==> src/rtl/vram_access_arbiter_pkg.sv <==
// vram_arb_pkg: shared types and helpers for the VRAM access arbiter.
// Starvation guard is enabled by VRAM_ARB_STARVE_GUARD_EN.
package vram_arb_pkg;

  localparam int MAX_CH = 16;

  typedef enum logic [1:0] {
    WIDTH_8  = 2'd0,
    WIDTH_16 = 2'd1,
    WIDTH_32 = 2'd2
  } mem_size_t;

  function automatic logic [3:0] onehot_to_idx(
    input logic [MAX_CH-1:0] oh
  );
    logic [3:0] idx;
    idx = '0;
    for (int i = 0; i < MAX_CH; i++) begin
      if (oh[i]) idx = idx | 4'(i);
    end
    return idx;
  endfunction

endpackage

==> src/rtl/vram_access_arbiter_if.sv <==
// Channel request/ack bundle and registered VRAM port of the arbiter.
// master = requester side, slave = arbiter.
interface vram_access_arbiter_if #(
  parameter int NUM_CH = 8,
  parameter int ADDR_W = 17,
  parameter int DATA_W = 32
);
  import vram_arb_pkg::*;

  logic                     SLOT_EN;
  logic [NUM_CH-1:0]        CH_REQ;
  logic [NUM_CH-1:0]        CH_ACK;
  logic [NUM_CH-1:0]        CH_HOLD;
  logic [NUM_CH*ADDR_W-1:0] CH_ADDR;
  logic [NUM_CH-1:0]        CH_WE;
  logic [NUM_CH*2-1:0]      CH_SIZE;
  logic [NUM_CH*DATA_W-1:0] CH_WDATA;
  logic [ADDR_W-1:0]        MEM_ADDR;
  logic                     MEM_WE_N;
  mem_size_t                MEM_SIZE;
  logic [DATA_W-1:0]        MEM_WDATA;
  logic [NUM_CH-1:0]        GRANT;
  logic                     GRANT_VALID;

  modport master (
    output SLOT_EN, CH_REQ, CH_HOLD,
    output CH_ADDR, CH_WE, CH_SIZE, CH_WDATA,
    input  CH_ACK, MEM_ADDR, MEM_WE_N,
    input  MEM_SIZE, MEM_WDATA, GRANT, GRANT_VALID
  );

  modport slave (
    input  SLOT_EN, CH_REQ, CH_HOLD,
    input  CH_ADDR, CH_WE, CH_SIZE, CH_WDATA,
    output CH_ACK, MEM_ADDR, MEM_WE_N,
    output MEM_SIZE, MEM_WDATA, GRANT, GRANT_VALID
  );

endinterface

==> src/rtl/vram_access_arbiter_rr_pick.sv <==
// vram_arb_rr_pick: rotate the request vector by the pointer and
// priority-encode, giving the first requester at or after ptr_i.
module vram_arb_rr_pick #(
  parameter int N  = 8,
  parameter int PW = $clog2(N)
) (
  input  logic [N-1:0]  req_i,
  input  logic [PW-1:0] ptr_i,
  output logic          found_o,
  output logic [PW-1:0] idx_o
);

  logic [N-1:0] rot;

  assign rot = N'({req_i, req_i} >> ptr_i);

  always_comb begin
    found_o = 1'b0;
    idx_o   = '0;
    for (int k = N - 1; k >= 0; k--) begin
      if (rot[k]) begin
        found_o = 1'b1;
        idx_o   = PW'((int'(ptr_i) + k) % N);
      end
    end
  end

endmodule

==> src/rtl/vram_access_arbiter.sv <==
// vram_access_arbiter: per-slot VRAM grant, urgent fixed priority + round-robin.
// Define VRAM_ARB_STARVE_GUARD_EN to let starved channels outrank urgent ones.
module vram_access_arbiter
  import vram_arb_pkg::*;
#(
  parameter int                NUM_CH       = 8,
  parameter int                ADDR_W       = 17,
  parameter int                DATA_W       = 32,
  parameter logic [MAX_CH-1:0] URGENT_MASK  = 16'h0003,
  parameter int                DEFAULT_CH   = 0,
  parameter int                STARVE_LIMIT = 15
) (
  input logic                  CLK21M,
  input logic                  RESET_N,
  vram_access_arbiter_if.slave bus
);

  localparam int PW = $clog2(NUM_CH);
  typedef logic [PW-1:0] ch_idx_t;

  if (!(DATA_W == 8 || DATA_W == 16 || DATA_W == 32)) begin : g_bad_dw
    $error("vram_access_arbiter: DATA_W must be 8, 16 or 32");
  end
  if (NUM_CH < 2 || NUM_CH > MAX_CH) begin : g_bad_nch
    $error("vram_access_arbiter: NUM_CH must be 2..16");
  end
  if (DEFAULT_CH < 0 || DEFAULT_CH >= NUM_CH) begin : g_bad_def
    $error("vram_access_arbiter: DEFAULT_CH out of range");
  end
  if (STARVE_LIMIT < 1 || STARVE_LIMIT > 15) begin : g_bad_lim
    $error("vram_access_arbiter: STARVE_LIMIT must fit 4 bits");
  end

  logic [NUM_CH-1:0] urg;
  assign urg = URGENT_MASK[NUM_CH-1:0];

  logic [ADDR_W-1:0] addr_a  [NUM_CH];
  logic [DATA_W-1:0] wdata_a [NUM_CH];
  mem_size_t         size_a  [NUM_CH];

  for (genvar g = 0; g < NUM_CH; g++) begin : g_unpack
    assign addr_a[g]  = bus.CH_ADDR[g*ADDR_W +: ADDR_W];
    assign wdata_a[g] = bus.CH_WDATA[g*DATA_W +: DATA_W];
    assign size_a[g]  = mem_size_t'(bus.CH_SIZE[2*g +: 2]);
  end

  logic [ADDR_W-1:0] addr_q, addr_d;
  logic              we_n_q, we_n_d;
  mem_size_t         size_q, size_d;
  logic [DATA_W-1:0] wdata_q, wdata_d;
  logic [NUM_CH-1:0] grant_q, grant_d;
  logic [NUM_CH-1:0] ack_q, ack_d;
  logic              gv_q, gv_d;
  ch_idx_t           ptr_q, ptr_d;

  logic [NUM_CH-1:0] tog, pend, starved;
  logic [MAX_CH-1:0] urg_ext, urg_low, stv_ext, stv_low;
  ch_idx_t           urg_idx, stv_idx, rr_idx, win;
  logic              rr_found, hit, rr_win;

  // A held urgent channel is pending without owning a toggle.
  assign tog  = bus.CH_REQ ^ ack_q;
  assign pend = tog | (urg & bus.CH_HOLD);

  assign urg_ext = MAX_CH'(pend & urg);
  assign urg_low = urg_ext & (~urg_ext + MAX_CH'(1));
  assign urg_idx = ch_idx_t'(onehot_to_idx(urg_low));
  assign stv_ext = MAX_CH'(starved);
  assign stv_low = stv_ext & (~stv_ext + MAX_CH'(1));
  assign stv_idx = ch_idx_t'(onehot_to_idx(stv_low));

  vram_arb_rr_pick #(
    .N  (NUM_CH),
    .PW (PW)
  ) u_rr (
    .req_i   (pend & ~urg),
    .ptr_i   (ptr_q),
    .found_o (rr_found),
    .idx_o   (rr_idx)
  );

`ifdef VRAM_ARB_STARVE_GUARD_EN
  logic [3:0] cnt_q [NUM_CH];
  logic [3:0] cnt_d [NUM_CH];

  always_comb begin
    starved = '0;
    for (int i = 0; i < NUM_CH; i++) begin
      starved[i] = !urg[i] && pend[i] &&
                   (cnt_q[i] >= 4'(STARVE_LIMIT));
    end
  end

  always_comb begin
    for (int i = 0; i < NUM_CH; i++) begin
      cnt_d[i] = cnt_q[i];
      if (bus.SLOT_EN) begin
        if (urg[i] || !pend[i] || grant_d[i]) cnt_d[i] = '0;
        else if (cnt_q[i] != 4'hf) cnt_d[i] = cnt_q[i] + 4'd1;
      end
    end
  end

  always_ff @(posedge CLK21M or negedge RESET_N) begin
    if (!RESET_N) begin
      for (int i = 0; i < NUM_CH; i++) cnt_q[i] <= '0;
    end else begin
      for (int i = 0; i < NUM_CH; i++) cnt_q[i] <= cnt_d[i];
    end
  end
`else
  assign starved = '0;
`endif

  always_comb begin
    win    = '0;
    hit    = 1'b0;
    rr_win = 1'b0;
    if (|starved) begin
      win    = stv_idx;
      hit    = 1'b1;
      rr_win = 1'b1;
    end else if (|(pend & urg)) begin
      win = urg_idx;
      hit = 1'b1;
    end else if (rr_found) begin
      win    = rr_idx;
      hit    = 1'b1;
      rr_win = 1'b1;
    end
  end

  always_comb begin
    addr_d  = addr_q;
    we_n_d  = we_n_q;
    size_d  = size_q;
    wdata_d = wdata_q;
    grant_d = grant_q;
    ack_d   = ack_q;
    ptr_d   = ptr_q;
    gv_d    = 1'b0;
    if (bus.SLOT_EN) begin
      grant_d = '0;
      if (hit) begin
        addr_d         = addr_a[win];
        we_n_d         = ~bus.CH_WE[win];
        size_d         = size_a[win];
        grant_d[win]   = 1'b1;
        gv_d           = 1'b1;
        if (bus.CH_WE[win]) wdata_d = wdata_a[win];
        if (tog[win]) ack_d[win] = ~ack_q[win];
        if (rr_win) begin
          ptr_d = (int'(win) == NUM_CH - 1) ? '0
                : win + ch_idx_t'(1);
        end
      end else begin
        addr_d = addr_a[DEFAULT_CH];
        we_n_d = 1'b1;
        size_d = WIDTH_32;
      end
    end
  end

  always_ff @(posedge CLK21M or negedge RESET_N) begin
    if (!RESET_N) begin
      addr_q  <= '1;
      we_n_q  <= 1'b1;
      size_q  <= WIDTH_16;
      wdata_q <= '0;
      grant_q <= '0;
      ack_q   <= '0;
      gv_q    <= 1'b0;
      ptr_q   <= '0;
    end else begin
      addr_q  <= addr_d;
      we_n_q  <= we_n_d;
      size_q  <= size_d;
      wdata_q <= wdata_d;
      grant_q <= grant_d;
      ack_q   <= ack_d;
      gv_q    <= gv_d;
      ptr_q   <= ptr_d;
    end
  end

  assign bus.MEM_ADDR    = addr_q;
  assign bus.MEM_WE_N    = we_n_q;
  assign bus.MEM_SIZE    = size_q;
  assign bus.MEM_WDATA   = wdata_q;
  assign bus.GRANT       = grant_q;
  assign bus.GRANT_VALID = gv_q;
  assign bus.CH_ACK      = ack_q;

endmodule

==> src/flat_wrapper.sv <==
// flat-port wrapper written by rule: the top's interface ports become plain ports
module vram_access_arbiter_flat import vram_arb_pkg::*;
#(
  parameter int                NUM_CH       = 8,
  parameter int                ADDR_W       = 17,
  parameter int                DATA_W       = 32,
  parameter logic [MAX_CH-1:0] URGENT_MASK  = 16'h0003,
  parameter int                DEFAULT_CH   = 0,
  parameter int                STARVE_LIMIT = 15
)
  (CLK21M, RESET_N, bus_SLOT_EN, bus_CH_REQ, bus_CH_HOLD, bus_CH_ADDR, bus_CH_WE, bus_CH_SIZE, bus_CH_WDATA, bus_CH_ACK, bus_MEM_ADDR, bus_MEM_WE_N, bus_MEM_SIZE, bus_MEM_WDATA, bus_GRANT, bus_GRANT_VALID);
  vram_access_arbiter_if #(.NUM_CH(NUM_CH), .ADDR_W(ADDR_W), .DATA_W(DATA_W)) bus_i ();
  input logic CLK21M;
  input logic RESET_N;
  input wire logic [$bits(bus_i.SLOT_EN)-1:0] bus_SLOT_EN;
  input wire logic [$bits(bus_i.CH_REQ)-1:0] bus_CH_REQ;
  input wire logic [$bits(bus_i.CH_HOLD)-1:0] bus_CH_HOLD;
  input wire logic [$bits(bus_i.CH_ADDR)-1:0] bus_CH_ADDR;
  input wire logic [$bits(bus_i.CH_WE)-1:0] bus_CH_WE;
  input wire logic [$bits(bus_i.CH_SIZE)-1:0] bus_CH_SIZE;
  input wire logic [$bits(bus_i.CH_WDATA)-1:0] bus_CH_WDATA;
  output wire logic [$bits(bus_i.CH_ACK)-1:0] bus_CH_ACK;
  output wire logic [$bits(bus_i.MEM_ADDR)-1:0] bus_MEM_ADDR;
  output wire logic [$bits(bus_i.MEM_WE_N)-1:0] bus_MEM_WE_N;
  output wire logic [$bits(bus_i.MEM_SIZE)-1:0] bus_MEM_SIZE;
  output wire logic [$bits(bus_i.MEM_WDATA)-1:0] bus_MEM_WDATA;
  output wire logic [$bits(bus_i.GRANT)-1:0] bus_GRANT;
  output wire logic [$bits(bus_i.GRANT_VALID)-1:0] bus_GRANT_VALID;
  assign bus_i.SLOT_EN = bus_SLOT_EN;
  assign bus_i.CH_REQ = bus_CH_REQ;
  assign bus_i.CH_HOLD = bus_CH_HOLD;
  assign bus_i.CH_ADDR = bus_CH_ADDR;
  assign bus_i.CH_WE = bus_CH_WE;
  assign bus_i.CH_SIZE = bus_CH_SIZE;
  assign bus_i.CH_WDATA = bus_CH_WDATA;
  assign bus_CH_ACK = bus_i.CH_ACK;
  assign bus_MEM_ADDR = bus_i.MEM_ADDR;
  assign bus_MEM_WE_N = bus_i.MEM_WE_N;
  assign bus_MEM_SIZE = bus_i.MEM_SIZE;
  assign bus_MEM_WDATA = bus_i.MEM_WDATA;
  assign bus_GRANT = bus_i.GRANT;
  assign bus_GRANT_VALID = bus_i.GRANT_VALID;
  vram_access_arbiter #(.NUM_CH(NUM_CH), .ADDR_W(ADDR_W), .DATA_W(DATA_W), .URGENT_MASK(URGENT_MASK), .DEFAULT_CH(DEFAULT_CH), .STARVE_LIMIT(STARVE_LIMIT)) u_core (.CLK21M(CLK21M), .RESET_N(RESET_N), .bus(bus_i));
endmodule
==> config.mk <==
export PLATFORM = sky130hd
export DESIGN_NAME = vram_access_arbiter_flat
export DESIGN_NICKNAME = d
export VERILOG_FILES = /design/src/rtl/vram_access_arbiter_pkg.sv /design/src/rtl/vram_access_arbiter_if.sv /design/src/rtl/vram_access_arbiter_rr_pick.sv /design/src/rtl/vram_access_arbiter.sv /design/src/flat_wrapper.sv
export SDC_FILE = /design/constraint.sdc
export NUM_CORES = 1
export LEC_CHECK = 0
export BUFFER_PORTS_ARGS = -buffer_cell sky130_fd_sc_hd__buf_2
export CAP_MARGIN = 20
export CORE_AREA = 3 3 194 196
export DETAILED_ROUTE_END_ITERATION = 8
export DIE_AREA = 0 0 197 199
export PLACE_DENSITY_LB_ADDON = 0.25
export SETUP_SLACK_MARGIN = 0.2
export SYNTH_ARGS = -nofsm -noshare
export SYNTH_HDL_FRONTEND = slang
export SYNTH_SLANG_ARGS = --single-unit
==> constraint.sdc <==
create_clock -name CLK21M -period 3.8 [get_ports CLK21M]
set_clock_uncertainty 0.1 [all_clocks]
set_input_delay 0.76 -clock CLK21M [delete_from_list [all_inputs] [get_ports CLK21M]]
set_output_delay 0.76 -clock CLK21M [all_outputs]
set_load 0.02 [all_outputs]
==> reports/qor.csv, run 1 <==
metric,value,unit
initial antenna violation count,7,
vias per cell,4.91,
fin crit share,1.02,
first drt pass iteration count,6,
WP data required,3.93,ns
Sum Neg Setup Slack,-2.05,ns
clock tree buffer depth,2,
largest net degree at the start of global routing,70,
Min Hold Slack,0.241,ns
die height,199,um
status,"finished, violations left",
CTS tree,built,
launch point of the worst path,bus_CH_REQ[6],
PnR worst setup slack,-0.0905,ns
Yosys warnings,0,
dominant synthesized flop cell,dfrtp_1,
drt initial violations,479,
failing checks,negative setup slack,
root cell of the clock tree,clkbuf_16,
Congestion Overflow GR,0,
placer's final routability congestion estimate,0.851,
CTS Buf Count,9,
Setup CP Type,input pin to flip-flop,
port bufs,497,
Synth cell types,73,
Final Setup Violations,30,
synthesis-to-layout area growth,83.0,%
worst slew pin tran,0.739,ns
drt drc,0,
DR vias,9412,
max cap viols,0,
clk_lat worst skew,0.35,ns
Final nets,1879,
fmax,0.257,GHz
Worst Path Arrival,4.02,ns
Mapped Nets,1215,
Reg2Reg Capture Point,u_core.bus.MEM_WDATA[0],
HP Class,input pin to asynchronous set/reset pin,
Ports,504,
DP HPWL,35700,um
Tmin final,3.89,ns
"Seq/Total Area, Yosys",0.255,
Async SR Flop Fraction,1.00,
total power draw,0.00707,W
fillers,3851,
cells after synthesis,777,
Power Density,541,nW/um^2
Avg Inst Size Synth,9.20,um^2
drt wl/cell,23.3,um
die width,197,um
Final Hold Viols,0,
WL final,44700,um
crit path max fanout,12,
clk slew on worst S/H paths,0.08,ns
Reg2Reg Setup Slack,-0.05,ns
H-tree levels,3,
vias in the first global route,9502,
gr usage total,0.216,
hold-fix buffer count after cts,0,
Die Footprint,39200,um^2
Cell Rows,70,
"flops & latches, synth",72,
RSZ-0062 raised after global routing,true,
R2R Path Start,u_core.bus.CH_ACK[6],
Mapped Area,7150,um^2
Setup crit end,u_core.bus.MEM_WDATA[0],
starting density of the core,0.197,
Register-to-Register Path Depth,12,
worst vdd ir,243,uV
CP Capture Type,flip-flop,
core area,36300,um^2
share of cells above drive strength 1,0.676,
CP Launch Type,input pin,
first-pass GRT wire length,62900,um
Worst slew margin,0.507,
Detail Route Antenna Nets,0,
number of synthesized flops with an enable pin,0,
Final Max Slew Viols,0,
P_leak,6.17,nW
Num Clock Sinks,72,
-- worst min path at each step --
stage,start,to,slack [ns],depth (start not counted)
after floorplan,RESET_N,u_core.bus.CH_ACK[0],0.36,0
after global placement,u_core.bus.MEM_SIZE[1],u_core.bus.MEM_SIZE[1],0.36,1
after detailed placement,u_core.bus.MEM_WDATA[30],u_core.bus.MEM_WDATA[30],0.38,1
after CTS,u_core.bus.MEM_ADDR[4],u_core.bus.MEM_ADDR[4],0.39,2
after global routing,RESET_N,u_core.bus.MEM_WDATA[29],0.26,1
final,RESET_N,u_core.bus.MEM_WDATA[29],0.24,1
-- where the power goes --
part	switching [W]	leakage [nW]	internal [W]
sequential	0.000202	0.839	0.00110
combinational	0.00252	5.20	0.00240
clock	0.000402	0.129	0.000446
-- synth_stat cells, drive strengths merged, types with 3 or more instances --
cell type | count | area, um^2
o22ai | 26 | 163
nand3 | 25 | 125
or3 | 5 | 31.3
xor2 | 9 | 86.3
inv | 22 | 82.6
o211ai | 9 | 72.6
o22a | 12 | 105
nor2 | 40 | 155
mux2i | 46 | 460
a32oi | 3 | 26.3
or2 | 3 | 18.8
o32a | 3 | 30.0
and3 | 6 | 37.5
nand2 | 61 | 229
ha | 3 | 37.5
a21oi | 26 | 130
clkbuf | 25 | 93.8
nand2b | 5 | 31.3
a221oi | 74 | 654
dfrtp | 53 | 1330
a31oi | 16 | 100
nand4 | 3 | 18.8
a211o | 3 | 26.3
buf | 44 | 267
nor3 | 12 | 65.1
o21ai | 29 | 145
a22oi | 19 | 143
nor4 | 4 | 40.0
a211oi | 3 | 35.0
mux2 | 108 | 1290
dfstp | 19 | 499
xnor2 | 7 | 68.8
o21a | 3 | 22.5
mux4 | 5 | 116
o2bb2ai | 8 | 70.1
a221o | 11 | 110
-- sequential cells by signal, summed over array words and instances (netlist names) --
signal and cells:
u_core.bus.CH_ACK 8, u_core.bus.GRANT 8, u_core.bus.GRANT_VALID 1, u_core.bus.MEM_ADDR 17, u_core.bus.MEM_SIZE 2, u_core.bus.MEM_WDATA 32, u_core.bus.MEM_WE_N 1, u_core.ptr_q 3
-- logic make-up after synthesis --
logic type / after synthesis / share of synthesized area
AND/OR/NAND/NOR: 170 / 0.111
AO/OA/AOI/OAI: 266 / 0.283
flip-flops: 72 / 0.255
buffers and inverters: 91 / 0.0619
adder cells (fa/ha/maj): 3 / 0.00525
XOR/XNOR: 16 / 0.0217
multiplexers: 159 / 0.262
-- metal layers --
metal  share of wire  track usage  up-vias
met5          0.0021            0        -
met3           0.054       0.0374       47
met1            0.43        0.284     4548
li1                -            -     4431
met4           0.016       0.0459       12
met2            0.50        0.375      374
-- per-stage QoR --
step / util / setup WS, ns / instances / cell area [um^2]
after floorplan: - / -0.158 / 777 / 7280
after global placement: 0.318 / -1.02 / 1847 / 11500
after detailed placement: 0.318 / -0.961 / 1848 / 11500
after CTS: 0.347 / -0.0261 / 1900 / 12600
after global routing: 0.361 / -0.150 / 1915 / 13100
final: 0.361 / -0.0905 / 1915 / 13100
-- timing repair --
action | in CTS | in global routing
setup buffers | 31 | 12
gates resized for setup | 112 | 79
setup endpoints to repair | 65 | 64
pin swaps | 29 | 25
gates cloned | 5 | 1
-- critical path, stage by stage --
cell and delay (ns):
buf_12 0.12, xor2_4 0.22, o22ai_2 0.11, or3_4 0.39, or3_4 0.34, a311o_1 0.33, a211oi_4 0.29, buf_12 0.18
nor3_4 0.05, a221oi_2 0.36, and3_4 0.37, buf_12 0.19, mux2_4 0.31
-- cell type report --
cell class / instances / area (um^2) / share of cell area
diodes: 1 / 2.50 / 0.000191
clock buffers: 10 / 229 / 0.0175
clock inverters: 6 / 42.5 / 0.00325
inverters: 22 / 87.6 / 0.00669
multi-input cells: 614 / 5580 / 0.427
flip-flops and latches: 72 / 1840 / 0.140
well taps: 468 / 586 / 0.0448
repair buffers: 721 / 4710 / 0.360
repair inverters: 1 / 6.26 / 0.000478
-- layout by cell type, fill, tap and decap left out, types with 11 or more instances in the layout --
master and instances:
buf_2 491, buf_4 172, mux2_2 72, a221oi_1 58
nand2_1 57, dfrtp_1 45, mux2i_1 42, mux2_4 36
nor2_1 28, buf_6 27, a21oi_1 22, nand3_1 20
inv_1 19, dfstp_2 19, o22ai_1 18, buf_12 18
o21ai_0 17, a31oi_1 15, a221oi_2 15, a22oi_1 15
o22a_1 12, o21ai_1 11, a221o_1 11
Note: power is estimated with default switching activity, not from simulation.
==> inputs of run 2 (changes only) <==
CORE_AREA = 3 3 192 194   (was 3 3 194 196)
DIE_AREA = 0 0 195 197   (was 0 0 197 199)
SYNTH_HIERARCHICAL = 1   (was unset)
==> run 2 against run 1 <==
  * The run still ends with negative setup slack left
  * Combinational power is 82% higher
  * Register-to-register slack worse by 0.25 ns
  * Die area is 2.0% lower
  * Cell count is 1.5% higher
  * Worst hold slack better by 0.14 ns
  * Core utilization is 1.6 points higher
  * Critical path depth is 5 higher
  * Synthesized cell count is 1.2% higher
==> reports/qor.csv, run 2 <==
metric,value,unit
first drt pass iteration count,8,
Cell Rows,69,
Yosys warnings,6,
hold path startpoint,u_core/bus.MEM_SIZE[0],
Setup CP Type,input pin to flip-flop,
PnR worst setup slack,-0.386,ns
hold-fix buffer count after cts,0,
Num Clock Sinks,72,
die height,197,um
"count leader, synth",mux2i_1,
Clock power frac,0.093,
WL final,44700,um
gr usage total,0.217,
core area,35400,um^2
R2R Path Start,u_core/bus.CH_ACK[2],
Yosys top cell by area,dfrtp_1,
drt wl/cell,23.0,um
Synth area leaders,"dfrtp_1 (19%), mux2i_1 (11%), dfstp_2 (7.0%)",
Reg2Reg Setup Slack,-0.30,ns
Final Max Slew Viols,0,
CP max stage delay,0.56,ns
Synth cell types,91,
Final Hold Viols,0,
Ports,504,
H-tree levels,3,
post-route design area,13300,um^2
most frequent cells in the layout,"buf_2 (491), buf_4 (155), mux2i_1 (71)",
CP Launch Type,input pin,
Sw Ratio,0.455,
status,"finished, violations left",
top cell types by occurrence after synthesis,"mux2i_1 (78), nand2_1 (71), dfrtp_1 (53), a22oi_1 (51), nand3_1 (39)",
CTS tree,built,
share of cells above drive strength 1,0.625,
CP Capture Type,flip-flop,
slowest CP cell,mux4_2,
Worst Path Arrival,4.33,ns
RSZ-0062 raised after global routing,true,
max reg flops,32,
dominant synthesized flop cell,dfrtp_1,
clk_lat worst skew,0.34,ns
fmax,0.239,GHz
root cell of the clock tree,clkbuf_16,
Register-to-Register Path Depth,17,
cells after synthesis,786,
die width,195,um
first-pass GRT wire length,62800,um
Buf/Inv on CP,5,
Final nets,1910,
sequence of cells on the critical path,"buf_8, xor2_4, buf_6, mux4_2, nand2b_4, nor2_2, o211ai_1, a31o_1, a21oi_4, buf_6, nand3b_1, or4_4, nand2b_4, o22ai_4, nor3_4, buf_12, clkbuf_16, mux2_4",
clk slew on worst S/H paths,0.07,ns
Psw,0.00523,W
hold endpoint,u_core/bus.MEM_SIZE[0],
failing checks,negative setup slack,
Reg2Reg Capture Point,u_core/bus.MEM_WDATA[19],
drt initial violations,788,
HP Class,flip-flop to flip-flop,
internal power,0.00625,W
starting density of the core,0.202,
clock tree buffer depth,2,
port bufs,497,
Mapped Area,7170,um^2
P_leak,6.32,nW
top cell type's share of synthesized area,0.185,
crit path max fanout,9,
Die Footprint,38400,um^2
Worst slew margin,0.396,
DP HPWL,35000,um
Avg Inst Size Synth,9.12,um^2
worst slew pin tran,0.906,ns
Detail Route Antenna Nets,0,
placed instance area,11500,um^2
worst vdd ir,490,uV
DR vias,9678,
"Seq/Total Area, Yosys",0.255,
"delay-heaviest family, CP",simple AND/OR/NAND/NOR gates,
"flops & latches, synth",72,
final core occ,0.377,
Comb pwr share,0.783,
vias in the first global route,9893,
CTS Buf Count,9,
cell count of the worst hold path,1,
Async SR Flop Fraction,1.00,
fillers,3697,
placer's final routability congestion estimate,0.823,
synthesis-to-layout area growth,86.3,%
Congestion Overflow GR,0,
largest net degree at the start of global routing,61,
fin crit share,1.10,
number of synthesized flops with an enable pin,0,
max cap viols,0,
Tmin final,4.19,ns
Flop pwr share,0.124,
Power Density,860,nW/um^2
Critical Path Stages,18,
drt drc,0,
Final Setup Violations,61,
vias per cell,4.98,
"commonest non-fill, non-tap cell in the layout",buf_2,
initial antenna violation count,7,
WP data required,3.94,ns
run 2: power groups by stage:
stage | Sequential, W | Clock [W] | Combinational (W)
6_report | 0.00143 | 0.00106 | 0.00899
2_1_floorplan | 0.00173 | 0 | 0.00384
4_1_cts | 0.00142 | 0.00110 | 0.00831
3_5_place_dp | 0.00141 | 0 | 0.00723
5_1_grt | 0.00147 | 0.00113 | 0.00949
3_3_place_gp | 0.00142 | 0 | 0.00722
run 2: cell type report:
cell class,instances,area (um^2),area share
multi-input cells,646,5640,0.423
flip-flops and latches,72,1830,0.137
well taps,461,577,0.0432
inverters,14,55.1,0.00412
repair buffers,730,4880,0.365
clock inverters,4,98.8,0.00741
diodes,4,10.0,0.000750
clock buffers,12,258,0.0193
run 2: routing by layer:
layer,GRT usage,vias to the layer above,wire [um]
met5,0,-,13
met4,0.0684,2,1120
met3,0.0436,51,3010
met2,0.366,443,21900
met1,0.280,4679,18700
li1,-,4503,-
run 2: logic make-up after synthesis:
group	Yosys count	share of synthesized area
compound gates	261	0.291
buf+inv	83	0.0560
simple gates	223	0.159
fa+ha+maj	2	0.00349
mux	133	0.221
other cells	1	0.000523
xor+xnor	11	0.0145
flops	72	0.255
run 2: metrics by stage:
step	setup WS, ns	instances	TNS [ns]	power [W]	hold WS (ns)
5_1_grt	-0.481	1942	-22.39	0.0121	0.388
3_5_place_dp	-1.01	1851	-53.53	0.00864	0.369
6_report	-0.386	1943	-16.14	0.0115	0.384
2_1_floorplan	-0.384	799	-15.43	0.00557	0.348
4_1_cts	-0.280	1914	-11.30	0.0108	0.384
3_3_place_gp	-0.960	1851	-53.58	0.00865	0.367
run 2: worst max path at each step:
stage / startpoint / to / slack [ns]
2_1_floorplan: bus_CH_REQ[5] / u_core/bus.MEM_WDATA[10] / -0.38
3_3_place_gp: bus_CH_REQ[4] / u_core/bus.MEM_ADDR[13] / -0.96
3_5_place_dp: bus_CH_REQ[7] / u_core/bus.MEM_WDATA[22] / -1.01
4_1_cts: bus_CH_REQ[2] / u_core/bus.MEM_WDATA[3] / -0.28
5_1_grt: bus_CH_REQ[2] / u_core/bus.MEM_WDATA[26] / -0.48
6_report: bus_CH_REQ[2] / u_core/bus.MEM_WDATA[19] / -0.39
run 2: what timing repair did:
| item | 4_1_cts | 5_1_grt |
|---|---|---|
| hold endpoints to repair | 0 | 0 |
| gates cloned | 5 | 1 |
| buffers inserted | 42 | 24 |
| pin swaps | 25 | 38 |
| resized for setup | 125 | 65 |
| setup endpoints to repair | 72 | 71 |
==> inputs of run 3 (changes only) <==
--- a/config.mk
+++ b/config.mk
@@ -8,11 +8,10 @@
 export BUFFER_PORTS_ARGS = -buffer_cell sky130_fd_sc_hd__buf_2
 export CAP_MARGIN = 20
-export CORE_AREA = 3 3 192 194
+export CORE_AREA = 3 3 194 196
 export DETAILED_ROUTE_END_ITERATION = 8
-export DIE_AREA = 0 0 195 197
+export DIE_AREA = 0 0 197 199
 export PLACE_DENSITY_LB_ADDON = 0.25
 export SETUP_SLACK_MARGIN = 0.2
 export SYNTH_ARGS = -nofsm -noshare
 export SYNTH_HDL_FRONTEND = slang
-export SYNTH_HIERARCHICAL = 1
 export SYNTH_SLANG_ARGS = --single-unit
--- a/constraint.sdc
+++ b/constraint.sdc
@@ -3,3 +3,3 @@
 set_input_delay 0.76 -clock CLK21M [delete_from_list [all_inputs] [get_ports CLK21M]]
 set_output_delay 0.76 -clock CLK21M [all_outputs]
-set_load 0.02 [all_outputs]
+set_load 0.005 [all_outputs]
==> run 3 against run 2 <==
  * First-iteration DRC count shrank 41%
  * Core utilization fell by 0.61 points
  * The run still ends with negative setup slack left
  * Non-clock buffer count rose by 5
  * Critical path depth decreased by 7
  * Largest cell class unchanged
  * Final area grew 0.77%
  * Sequential share of layout area fell by 0.058 points
==> reports/qor.csv, run 3 (synthesized netlist as in run 1, its figures left out) <==
metric,value,unit
Cell Rows,70,
RSZ-0062 raised after global routing,true,
Power Density,521,nW/um^2
Die Footprint,39200,um^2
"commonest non-fill, non-tap cell in the layout",buf_2,
root cell of the clock tree,clkbuf_16,
Detail Route Antenna Nets,0,
largest net degree at the start of global routing,52,
Ports,504,
WP data required,3.94,ns
placed instance area,11600,um^2
Sum Neg Setup Slack,-0.654,ns
fin crit share,1.01,
fillers,3833,
clk slew on worst S/H paths,0.07,ns
core area,36300,um^2
status,"finished, violations left",
Final Setup Violations,31,
launch point of the worst path,bus_CH_REQ[4],
clk_lat worst skew,0.35,ns
max reg flops,32,
initial antenna violation count,11,
max cap viols,0,
Final Max Slew Viols,0,
Placed Cells incl. Taps,1852,
drt wl/cell,23.6,um
PnR worst setup slack,-0.0429,ns
crit path max fanout,8,
share of cells above drive strength 1,0.690,
CP Launch Type,input pin,
gr usage total,0.215,
die height,199,um
hold-fix buffer count after cts,0,
Setup crit end,u_core.bus.CH_ACK[1],
first-pass GRT wire length,62500,um
die width,197,um
Tmin final,3.84,ns
starting density of the core,0.197,
drt drc,0,
sequence of cells on the critical path,"buf_6, xor2_4, o22ai_2, or3_4, or3_4, a311o_1, a211oi_4, buf_6, mux4_2, a221o_2, mux2_4",
first drt pass iteration count,5,
Congestion Overflow GR,0,
Final nets,1892,
placer's final routability congestion estimate,0.887,
DR vias,9562,
Critical Path Stages,11,
slowest CP cell,mux4_2,
port bufs,497,
H-tree levels,3,
worst vdd ir,228,uV
post-route design area,13500,um^2
Reg2Reg Capture Point,u_core.bus.CH_ACK[1],
WL final,45500,um
cell count of the worst hold path,2,
Setup CP Type,input pin to flip-flop,
failing checks,negative setup slack,
HP Class,flip-flop to flip-flop,
P_leak,6.30,nW
CTS Buf Count,9,
drt initial violations,464,
vias in the first global route,9688,
Final Hold Viols,0,
Reg2Reg Setup Slack,-0.03,ns
Worst Path Arrival,3.98,ns
Min Hold Slack,0.391,ns
CTS tree,built,
Buf/Inv on CP,2,
worst slew pin tran,0.796,ns
Register-to-Register Path Depth,10,
fmax,0.260,GHz
DP HPWL,36600,um
clock tree buffer depth,2,
Worst slew margin,0.469,
vias per cell,4.95,
CP max stage delay,0.50,ns
synthesis-to-layout area growth,88.1,%
CP Capture Type,flip-flop,
total power draw,0.00701,W
most frequent cells in the layout,"buf_2 (491), buf_4 (181), mux2_2 (70)",
R2R Path Start,u_core.bus.CH_ACK[4],
Layout Cells excl Fill,1930,
Num Clock Sinks,72,
"delay-heaviest family, CP",compound AO/OA/AOI/OAI gates,
## run 3: per-layer routing
metal,global-route usage,wire length (um),vias to the layer above
met5,0,61,-
met4,0.0454,750,8
met3,0.0405,2440,54
met2,0.383,23200,402
met1,0.270,19100,4650
li1,-,-,4448
## run 3: worst min-delay path by stage
stage / from / endpoint / slack [ns]
global placement: u_core.bus.MEM_SIZE[1] / u_core.bus.MEM_SIZE[1] / 0.36
finish: u_core.bus.MEM_ADDR[4] / u_core.bus.MEM_ADDR[4] / 0.39
global route: u_core.bus.MEM_SIZE[1] / u_core.bus.MEM_SIZE[1] / 0.41
floorplan: RESET_N / u_core.bus.CH_ACK[0] / 0.36
detailed placement: u_core.bus.MEM_SIZE[1] / u_core.bus.MEM_SIZE[1] / 0.37
CTS: u_core.bus.MEM_SIZE[1] / u_core.bus.MEM_SIZE[1] / 0.39
## run 3: through the flow
step           setup WS (ns)  utilization
3_5_place_dp          -0.591        0.320
3_3_place_gp          -0.579        0.320
5_1_grt               -0.141        0.371
4_1_cts              -0.0214        0.341
2_1_floorplan         -0.158            -
6_report             -0.0429        0.371
## run 3: layout make-up
cell class | instances | area, um^2 | area share
multi-input cells | 614 | 5720 | 0.425
repair buffers | 735 | 4920 | 0.366
flip-flops and latches | 72 | 1830 | 0.136
well taps | 468 | 586 | 0.0435
clock buffers | 9 | 225 | 0.0167
inverters | 22 | 90.1 | 0.00670
clock inverters | 7 | 65.1 | 0.00484
diodes | 3 | 7.51 | 0.000558
## run 3: worst register-to-register path, delay by kind of cell (launching register included)
kind	cells	cell delay (ns)
flops	1	0.47
compound gates	4	1.21
simple gates	2	0.74
xor+xnor	1	0.23
mux	2	0.80
buf+inv	1	0.15
## run 3: report_power, final
group	total, W	switching (W)	internal (W)
clock network	0.000885	0.000429	0.000457
logic	0.00486	0.00230	0.00256
registers	0.00127	0.000173	0.00110
total	0.00701	0.00291	0.00411
## run 3: repair_timing
| item | CTS | global route |
|---|---|---|
| gates cloned | 3 | 5 |
| setup buffers | 10 | 41 |
| endpoints found under the setup margin | 64 | 63 |
| resized for setup | 78 | 124 |
| pin swaps | 13 | 39 |
